<file path="src/rtl/lsu_issue_queue_pkg.sv">
// Shared LSU definitions: encodings, entry field widths and the queue entry layout.
// Also holds the byte-lane steering helper used by the address generation unit.
package lsu_issue_queue_pkg;

  localparam int ADDR_W = 16;
  localparam int DATA_W = 16;
  localparam int TAG_W  = 2;

  localparam logic LSU_W16 = 1'b0;
  localparam logic LSU_W8  = 1'b1;
  localparam logic LSU_RD  = 1'b0;
  localparam logic LSU_WR  = 1'b1;

  typedef struct packed {
    logic [ADDR_W-1:0] addr;
    logic [DATA_W-1:0] data;
    logic              width;
    logic              cmd;
    logic [TAG_W-1:0]  tag;
  } lsu_entry_t;

  // Byte ops place the low byte on both lanes so the LSU can pick either one.
  function automatic logic [DATA_W-1:0] lane_steer(input logic [DATA_W-1:0] d,
                                                   input logic              w);
    if (w == LSU_W8) begin
      return {d[7:0], d[7:0]};
    end else begin
      return d;
    end
  endfunction

endpackage

</file>
<file path="src/rtl/lsu_issue_queue_agu.sv">
// Address generation unit: effective address (base + offset, wrapping at 16 bits)
// and byte-lane replication of store data. Purely combinational.
module lsu_agu
  import lsu_issue_queue_pkg::*;
(
  input  logic [ADDR_W-1:0] base_i,
  input  logic [ADDR_W-1:0] offset_i,
  input  logic [DATA_W-1:0] data_i,
  input  logic              width_i,
  output logic [ADDR_W-1:0] addr_o,
  output logic [DATA_W-1:0] data_o
);

  assign addr_o = base_i + offset_i;
  assign data_o = lane_steer(data_i, width_i);

endmodule

</file>
<file path="src/rtl/lsu_issue_queue.sv">
// In-order memory request queue in front of the 16-bit LSU. Buffers up to DEPTH
// requests and presents the oldest one using the rq_start / rq_hold handshake.
module lsu_issue_queue
  import lsu_issue_queue_pkg::*;
#(
  parameter int DEPTH = 4,
  parameter int PTR_W = 2
) (
  input  logic              clk,
  input  logic              a_rst,
  input  logic              in_valid,
  input  logic [ADDR_W-1:0] in_base,
  input  logic [ADDR_W-1:0] in_offset,
  input  logic [DATA_W-1:0] in_data,
  input  logic              in_width,
  input  logic              in_cmd,
  input  logic [TAG_W-1:0]  in_tag,
  output logic              in_ready,
  input  logic              flush,
  output logic [ADDR_W-1:0] rq_addr,
  output logic [DATA_W-1:0] rq_data,
  output logic              rq_width,
  output logic              rq_cmd,
  output logic [TAG_W-1:0]  rq_tag,
  output logic              rq_start,
  input  logic              rq_hold,
  output logic              misalign,
  output logic [PTR_W:0]    q_count
);

  localparam logic [PTR_W:0] FULL_CNT = (PTR_W+1)'(DEPTH);

  logic [PTR_W-1:0] rd_ptr_q, rd_ptr_d;
  logic [PTR_W-1:0] wr_ptr_q, wr_ptr_d;
  logic [PTR_W:0]   count_q, count_d;
  logic             misalign_q, misalign_d;
  lsu_entry_t       mem_q [DEPTH];

  logic             push_s, pop_s;
  lsu_entry_t       new_entry_s, head_s;
  logic [ADDR_W-1:0] agu_addr_s;
  logic [DATA_W-1:0] agu_data_s;

  lsu_agu u_agu (
    .base_i   (in_base),
    .offset_i (in_offset),
    .data_i   (in_data),
    .width_i  (in_width),
    .addr_o   (agu_addr_s),
    .data_o   (agu_data_s)
  );

  assign new_entry_s = '{addr: agu_addr_s, data: agu_data_s, width: in_width,
                         cmd: in_cmd, tag: in_tag};
  assign head_s      = mem_q[rd_ptr_q];

  // No pass-through when full: a same-cycle pop does not free a slot for the push.
  assign in_ready = (count_q != FULL_CNT) & ~flush;
  assign rq_start = (count_q != '0);
  assign push_s   = in_valid & in_ready;
  assign pop_s    = rq_start & ~rq_hold;

  assign rq_addr  = head_s.addr;
  assign rq_data  = head_s.data;
  assign rq_width = head_s.width;
  assign rq_cmd   = head_s.cmd;
  assign rq_tag   = head_s.tag;
  assign misalign = misalign_q;
  assign q_count  = count_q;

  // Next-state: flush drops everything not already latched by the LSU.
  always_comb begin
    rd_ptr_d   = rd_ptr_q;
    wr_ptr_d   = wr_ptr_q;
    count_d    = count_q;
    misalign_d = pop_s & (head_s.width == LSU_W16) & head_s.addr[0];
    if (flush) begin
      rd_ptr_d = wr_ptr_q;
      count_d  = '0;
    end else begin
      if (push_s) begin
        wr_ptr_d = wr_ptr_q + PTR_W'(1);
      end else begin
        wr_ptr_d = wr_ptr_q;
      end
      if (pop_s) begin
        rd_ptr_d = rd_ptr_q + PTR_W'(1);
      end else begin
        rd_ptr_d = rd_ptr_q;
      end
      case ({push_s, pop_s})
        2'b10:   count_d = count_q + (PTR_W+1)'(1);
        2'b01:   count_d = count_q - (PTR_W+1)'(1);
        default: count_d = count_q;
      endcase
    end
  end

  // Control state register.
  always_ff @(posedge clk or negedge a_rst) begin
    if (!a_rst) begin
      rd_ptr_q   <= '0;
      wr_ptr_q   <= '0;
      count_q    <= '0;
      misalign_q <= 1'b0;
    end else begin
      rd_ptr_q   <= rd_ptr_d;
      wr_ptr_q   <= wr_ptr_d;
      count_q    <= count_d;
      misalign_q <= misalign_d;
    end
  end

  // Entry storage; contents are don't-care until written.
  always_ff @(posedge clk) begin
    if (push_s) begin
      mem_q[wr_ptr_q] <= new_entry_s;
    end
  end

endmodule

</file>
<file path="config.mk">
export PLATFORM = sky130hd
export DESIGN_NAME = lsu_issue_queue
export DESIGN_NICKNAME = d
export VERILOG_FILES = /design/src/rtl/lsu_issue_queue_pkg.sv /design/src/rtl/lsu_issue_queue_agu.sv /design/src/rtl/lsu_issue_queue.sv
export SDC_FILE = /design/constraint.sdc
export NUM_CORES = 1
export LEC_CHECK = 0
export CORE_MARGIN = 4
export CORE_UTILIZATION = 35
export CTS_CLUSTER_SIZE = 30
export DETAILED_ROUTE_END_ITERATION = 8
export SKIP_CTS_REPAIR_TIMING = 1
export SLEW_MARGIN = 20
export SYNTH_ARGS = -nofsm -noshare
export SYNTH_HDL_FRONTEND = slang
export SYNTH_SLANG_ARGS = --single-unit
</file>
<file path="constraint.sdc">
create_clock -name clk -period 3.2 [get_ports clk]
set_input_delay 0.64 -clock clk [delete_from_list [all_inputs] [get_ports clk]]
set_output_delay 0.64 -clock clk [all_outputs]
set_load 0.02 [all_outputs]
</file>
==> results of run 1 <==
## routing by layer
layer / track usage / vias up / share of wire
li1: - / 1680 / -
met4: 0.05007 / 0 / 0.017
met2: 0.2236 / 97 / 0.52
met5: 0 / - / 0
met1: 0.1550 / 1779 / 0.42
met3: 0.03307 / 18 / 0.044
## registers in the layout (all words and copies together), names as in the netlist
register	cells
mem_q	144
rd_ptr_q	2
misalign	1
wr_ptr_q	2
q_count	3
## cell families after synthesis
| family | Yosys count |
|---|---|
| flops | 152 |
| compound gates | 57 |
| simple gates | 44 |
| fa+ha+maj | 21 |
| xor+xnor | 19 |
| mux | 44 |
| buf+inv | 20 |
## synth_stat cells (3+ instances only)
library cell	number	area share
ha_1	19	0.037
and2_1	4	0.0038
nand3_1	3	0.0023
clkbuf_1	6	0.0035
dfrtp_1	8	0.031
nand2_1	13	0.0075
mux2_2	8	0.014
edfxtp_1	144	0.66
nor3_1	6	0.0046
inv_1	7	0.0040
a211oi_1	3	0.0035
nor2_1	9	0.0052
mux4_2	36	0.12
xnor2_1	10	0.013
a21o_1	4	0.0046
a21oi_1	22	0.017
buf_2	6	0.0046
o21ai_0	14	0.011
xor2_1	9	0.012
## layout make-up
type,count,area share
Inverter,7,0.003107
Timing Repair Buffer,111,0.1320
Tap cell,229,0.03388
Sequential cell,152,0.5352
Clock buffer,20,0.05163
Clock inverter,12,0.01849
Multi-Input combinational cell,185,0.2257
## path summary, 6_finish.rpt
path / startpoint / endpoint / slack, ns / depth (start not counted)
max: rd_ptr_q[0] / rq_addr[7] / 0.28 / 3
min: a_rst / misalign / 0.51 / 1
max reg2reg: q_count[0] / q_count[2] / 1.09 / 7
min reg2reg: wr_ptr_q[1] / rd_ptr_q[1] / 0.54 / 2
max in group asynchronous: a_rst / rd_ptr_q[0] / 2.39 / 1
min in group clk: wr_ptr_q[1] / rd_ptr_q[1] / 0.54 / 2
## critical path, cell delays in order, from the launching register on
cell and delay (ns):
dfrtp_2 0.38, buf_4 0.31, mux4_2 0.59, clkdlybuf4s50_1 0.57
## cells in the final DEF (no fill, tap or decap), drive strengths merged
| cell type | count |
|---|---|
| buf | 13 |
| nand4 | 1 |
| clkinv | 7 |
| ha | 19 |
| edfxtp | 144 |
| a211oi | 4 |
| o22ai | 2 |
| a2111oi | 2 |
| clkdlybuf4s50 | 98 |
| o211ai | 2 |
| and2 | 4 |
| o21ai | 14 |
| xor2 | 9 |
| o31ai | 2 |
| a31oi | 1 |
| nor3 | 6 |
| mux2 | 8 |
| nand3 | 3 |
| nand3b | 1 |
| nor4 | 1 |
| a22oi | 1 |
| and3 | 1 |
| nor4b | 1 |
| inv | 7 |
| o22a | 1 |
| or3 | 2 |
| bufinv | 4 |
| a21o | 4 |
| clkbuf | 20 |
| o31a | 1 |
| nor2 | 9 |
| clkinvlp | 1 |
| o21a | 1 |
| a21oi | 22 |
| nand2 | 13 |
| dfrtp | 8 |
| mux4 | 36 |
| nor3b | 2 |
| xnor2 | 10 |
| fa | 2 |
## metrics by stage
stage	cells	hold slack, ns	setup WS [ns]	cell area [sq um]
after floorplan	357	0.3444	0.5732	6511
after global placement	684	0.5389	0.06857	7865
after detailed placement	684	0.5440	0.03635	7865
after CTS	716	0.5010	0.2266	8458
after global routing	716	0.5242	0.1587	8458
final	716	0.5134	0.2800	8458
## power groups by stage
stage	combinational (W)	clock, W	sequential [W]
finish	0.00240	0.00200	0.00262
global placement	0.00245	0	0.00265
global route	0.00260	0.00213	0.00264
CTS	0.00247	0.00205	0.00262
detailed placement	0.00246	0	0.00266
floorplan	0.00145	0	0.00259
==> results.json, run 1 <==
{
  "criticalPathCategory": "reg2out",
  "io_buffers": 98,
  "grt_overflow": 0,
  "status": "completed",
  "fin_skew_ns": 0.005377,
  "worstSkewPairLatency_ns": 0.41,
  "setup_violations": 0,
  "power_switching_w": 0.002040,
  "vias": 3574,
  "crit_path_end_kind": "output port",
  "fmax_mhz": 342.5,
  "netlist_area_sq_mm": 0.006511,
  "grt_max_degree": 24,
  "fin_crit_sh": 0.9125,
  "p_total_w": 0.007014,
  "fin_tns_setup_ns": 0,
  "grt_pass1_vias": 3778,
  "grtUsageTotal": 0.1292,
  "fillers": 1550,
  "cts_tree": "built",
  "antenna_found_initial": 0,
  "layout-drive-gt1-share": 0.1807,
  "dpl.hpwl_um": 8703,
  "pin_count": 99,
  "arrival_ns": 2.28,
  "wire_per_inst_um": 17.99,
  "n_antenna_cell": 0,
  "avgViaCountPerCell": 4.992,
  "drt_iter0_drc": 239,
  "utilization": 0.4661,
  "vdd_drop_max_uv": 341.3,
  "synth_edf_count": 144,
  "clk_pin_slew_ns": 0.06,
  "seqCellArea_sq_mm": 0.004527,
  "crit_path_start_kind": "flop",
  "ctsLongestPathBuffers": 2,
  "async_reset_ff_frac": 0.05263,
  "synth_cell_type_count": 38,
  "cts-htree-levels": 4,
  "maxSlewViolCount": 0,
  "maxCapViolCount": 0,
  "synth_fa_ha_area_frac": 0.04266,
  "rsz0062_at_grt": "false",
  "route.detailed.drc": 0,
  "synthMuxAreaShare": 0.1384,
  "synth-simple-area-share": 0.03305,
  "nets": 552,
  "synthesis.nets": 435,
  "dr.pass1.iters": 4,
  "p_leak_nw": 2.849,
  "ant_nets": 0,
  "cp_data_required_time_ns": 2.56,
  "cts_sinks": 152,
  "die_w_um": 144.4,
  "synth-main-ff-cell": "edfxtp_1",
  "cts_made_buffers": 17,
  "power_density_mw_per_mm2": 829.3,
  "switching_share": 0.2909,
  "ys_seq_elements": 152,
  "die_h_um": 144.4,
  "clkPwrFrac": 0.285,
  "initial_core_util": 0.3588,
  "path_max_fanout": 15,
  "synth_top_family_by_area": "multiplexers",
  "grt_pass1_wl_um": 20080,
  "synth_compound_area_frac": 0.05284,
  "core_area_sq_mm": 0.01815,
  "hp-class": "in2async",
  "combPwrFrac": 0.342,
  "gp_congestion": 0.7445,
  "syn_avg_cell_area_sq_um": 18.24,
  "synth_warnings": 0,
  "netlist_instances": 357,
  "multi_input_area_sq_mm": 0.001909,
  "totalWireLength_um": 12880,
  "tightest_slew_ns": 0.6393,
  "intPower_w": 0.004973,
  "dieArea_sq_mm": 0.02085,
  "row_count": 49,
  "root_buffer": "clkbuf_16",
  "synth_xor_area_frac": 0.02556,
  "slew_headroom": 0.5725,
  "period_needed_ns": 2.920,
  "syn2layout_area_growth_pct": 29.90,
  "p_seq_frac": 0.373,
  "yosysSeqAreaShare": 0.6949,
  "report.final.hold_viol_count": 0
}
(Power assumes the default switching activity.)
==> run 2, diff against run 1 <==
SETUP_SLACK_MARGIN = 0.02   (was not set)
SLEW_MARGIN = not set   (was 20)
==> results of run 2 <==
Same layout as run 1: the final DEF is identical, and so are final timing and power.
==> run 3, diff against run 2 <==
PLACE_DENSITY = 0.66   (was not set)
==> run 3 against run 2 <==
Global-route usage is 0.11 points higher. Sequential share of layout area is essentially flat. Die area did not move. Worst hold slack got worse by 0.0037 ns. Critical endpoint is now rq_addr[0].
==> results.json, run 3 (synthesized netlist as in run 1, its figures left out) <==
{
  "slew_headroom": 0.5478,
  "fmax_mhz": 346.2,
  "crit_buf_inv": 2,
  "fin_crit_sh": 0.9027,
  "totalWireLength_um": 13040,
  "dpl.hpwl_um": 8652,
  "crit_family": "buffers and inverters",
  "route.met2.wl_um": 7032,
  "vias": 3618,
  "rsz0062_at_grt": "false",
  "maxSlewViolCount": 0,
  "wl_met3_um": 634,
  "fin_hold_ws_ns": 0.5097,
  "switching_share": 0.2986,
  "syn2layout_area_growth_pct": 29.92,
  "layout-drive-gt1-share": 0.1884,
  "avgViaCountPerCell": 5.081,
  "pin_count": 99,
  "clkPwrFrac": 0.281,
  "wl_met1_um": 5197,
  "tightest_slew_ns": 0.6762,
  "layout_common_cells": "edfxtp_1 (144), clkdlybuf4s50_1 (98), mux4_2 (36)",
  "cp_data_required_time_ns": 2.56,
  "row_count": 49,
  "grt_pass1_wl_um": 20230,
  "p_seq_frac": 0.373,
  "grt_max_degree": 27,
  "place_area_sq_mm": 0.007873,
  "grt_overflow": 0,
  "wire_per_inst_um": 18.31,
  "dr.pass1.iters": 4,
  "cts_sinks": 152,
  "path_max_fanout": 24,
  "crit_slowest_cell": "dfrtp_2",
  "nets": 548,
  "arrival_ns": 2.25,
  "io_buffers": 98,
  "initial_core_util": 0.3588,
  "largest_reg_flops": 144,
  "root_buffer": "clkbuf_16",
  "fin_skew_ns": 0.006573,
  "fin_cells": 712,
  "grt_pass1_vias": 3768,
  "fin_tns_setup_ns": 0,
  "cts-htree-levels": 4,
  "core_area_sq_mm": 0.01815,
  "worstSkewPairLatency_ns": 0.42,
  "clk_pin_slew_ns": 0.06,
  "cts_tree": "built",
  "n_antenna_cell": 0,
  "hp-class": "in2async",
  "fillers": 1558,
  "dp.cells": 680,
  "combPwrFrac": 0.346,
  "power_density_mw_per_mm2": 823.9,
  "critical_path.max_stage_delay_ns": 0.61,
  "crit_path_end_kind": "output port",
  "layout_commonest_cell": "edfxtp_1",
  "die_h_um": 144.4,
  "intPower_w": 0.004889,
  "ant_nets": 0,
  "antenna_found_initial": 0,
  "crit_chain": "buf_12 -> mux4_2 -> clkdlybuf4s50_1",
  "route.detailed.drc": 0,
  "setup_violations": 0,
  "maxCapViolCount": 0,
  "top_layer": "met4",
  "period_needed_ns": 2.889,
  "die_w_um": 144.4,
  "criticalPathCategory": "reg2out",
  "top_register": "mem_q",
  "dieArea_sq_mm": 0.02085,
  "gp_congestion": 0.7424,
  "grtUsageTotal": 0.1303,
  "vdd_drop_max_uv": 294.0,
  "final_area_sq_mm": 0.008459,
  "status": "completed",
  "power_switching_w": 0.002081,
  "crit_path_start_kind": "flop",
  "ctsLongestPathBuffers": 2,
  "report.final.hold_viol_count": 0,
  "p_leak_nw": 2.826,
  "cts_made_buffers": 17,
  "drt_iter0_drc": 204
}
run 3: changes by cell type in the layout (fill, tap and decap cells not counted), sizes merged:
cell and delta:
buf -4, bufinv -1, clkbuf -2, clkinv -1
clkinvlp +4
run 3: cell type report:
type	count	area, sq um	area share
Tap cell	229	286.5	0.03387
Clock inverter	14	157.7	0.01864
Timing Repair Buffer	107	1124	0.1328
Clock buffer	18	429.2	0.05073
Inverter	7	26.28	0.003106
Sequential cell	152	4527	0.5351
Multi-Input combinational cell	185	1909	0.2257
run 3: path summary, 6_finish.rpt:
path / from / endpoint / slack [ns] / depth (start not counted)
worst max register to register: q_count[0] / mem_q[3][3] / 0.91 / 4
worst min register to register: wr_ptr_q[0] / rd_ptr_q[0] / 0.59 / 2
min in group clk: wr_ptr_q[0] / rd_ptr_q[0] / 0.59 / 2
worst min-delay path: a_rst / q_count[0] / 0.51 / 1
worst max-delay path: rd_ptr_q[1] / rq_addr[0] / 0.31 / 3
max in group asynchronous: a_rst / rd_ptr_q[1] / 2.39 / 1
run 3: power by group through the flow:
| stage | Combinational, W | Sequential [W] | Clock [W] |
|---|---|---|---|
| after global routing | 0.00259 | 0.00263 | 0.00209 |
| after global placement | 0.00243 | 0.00263 | 0 |
| final | 0.00241 | 0.00260 | 0.00196 |
| after detailed placement | 0.00246 | 0.00265 | 0 |
| after CTS | 0.00247 | 0.00260 | 0.00200 |
| after floorplan | 0.00145 | 0.00259 | 0 |
run 3: per-stage QoR:
step                        util  total power, W  setup WS, ns
after floorplan                -        0.004040        0.5732
after global placement    0.4338        0.005061        0.1280
after detailed placement  0.4338        0.005104       0.02383
after CTS                 0.4661        0.007078        0.2693
after global routing      0.4661        0.007306        0.2160
final                     0.4661        0.006970        0.3113
run 3: per-layer routing:
metal	global-route usage	vias up
li1	-	1672
met1	0.1486	1835
met2	0.2336	96
met3	0.03142	15
met4	0.05449	0
met5	0	-
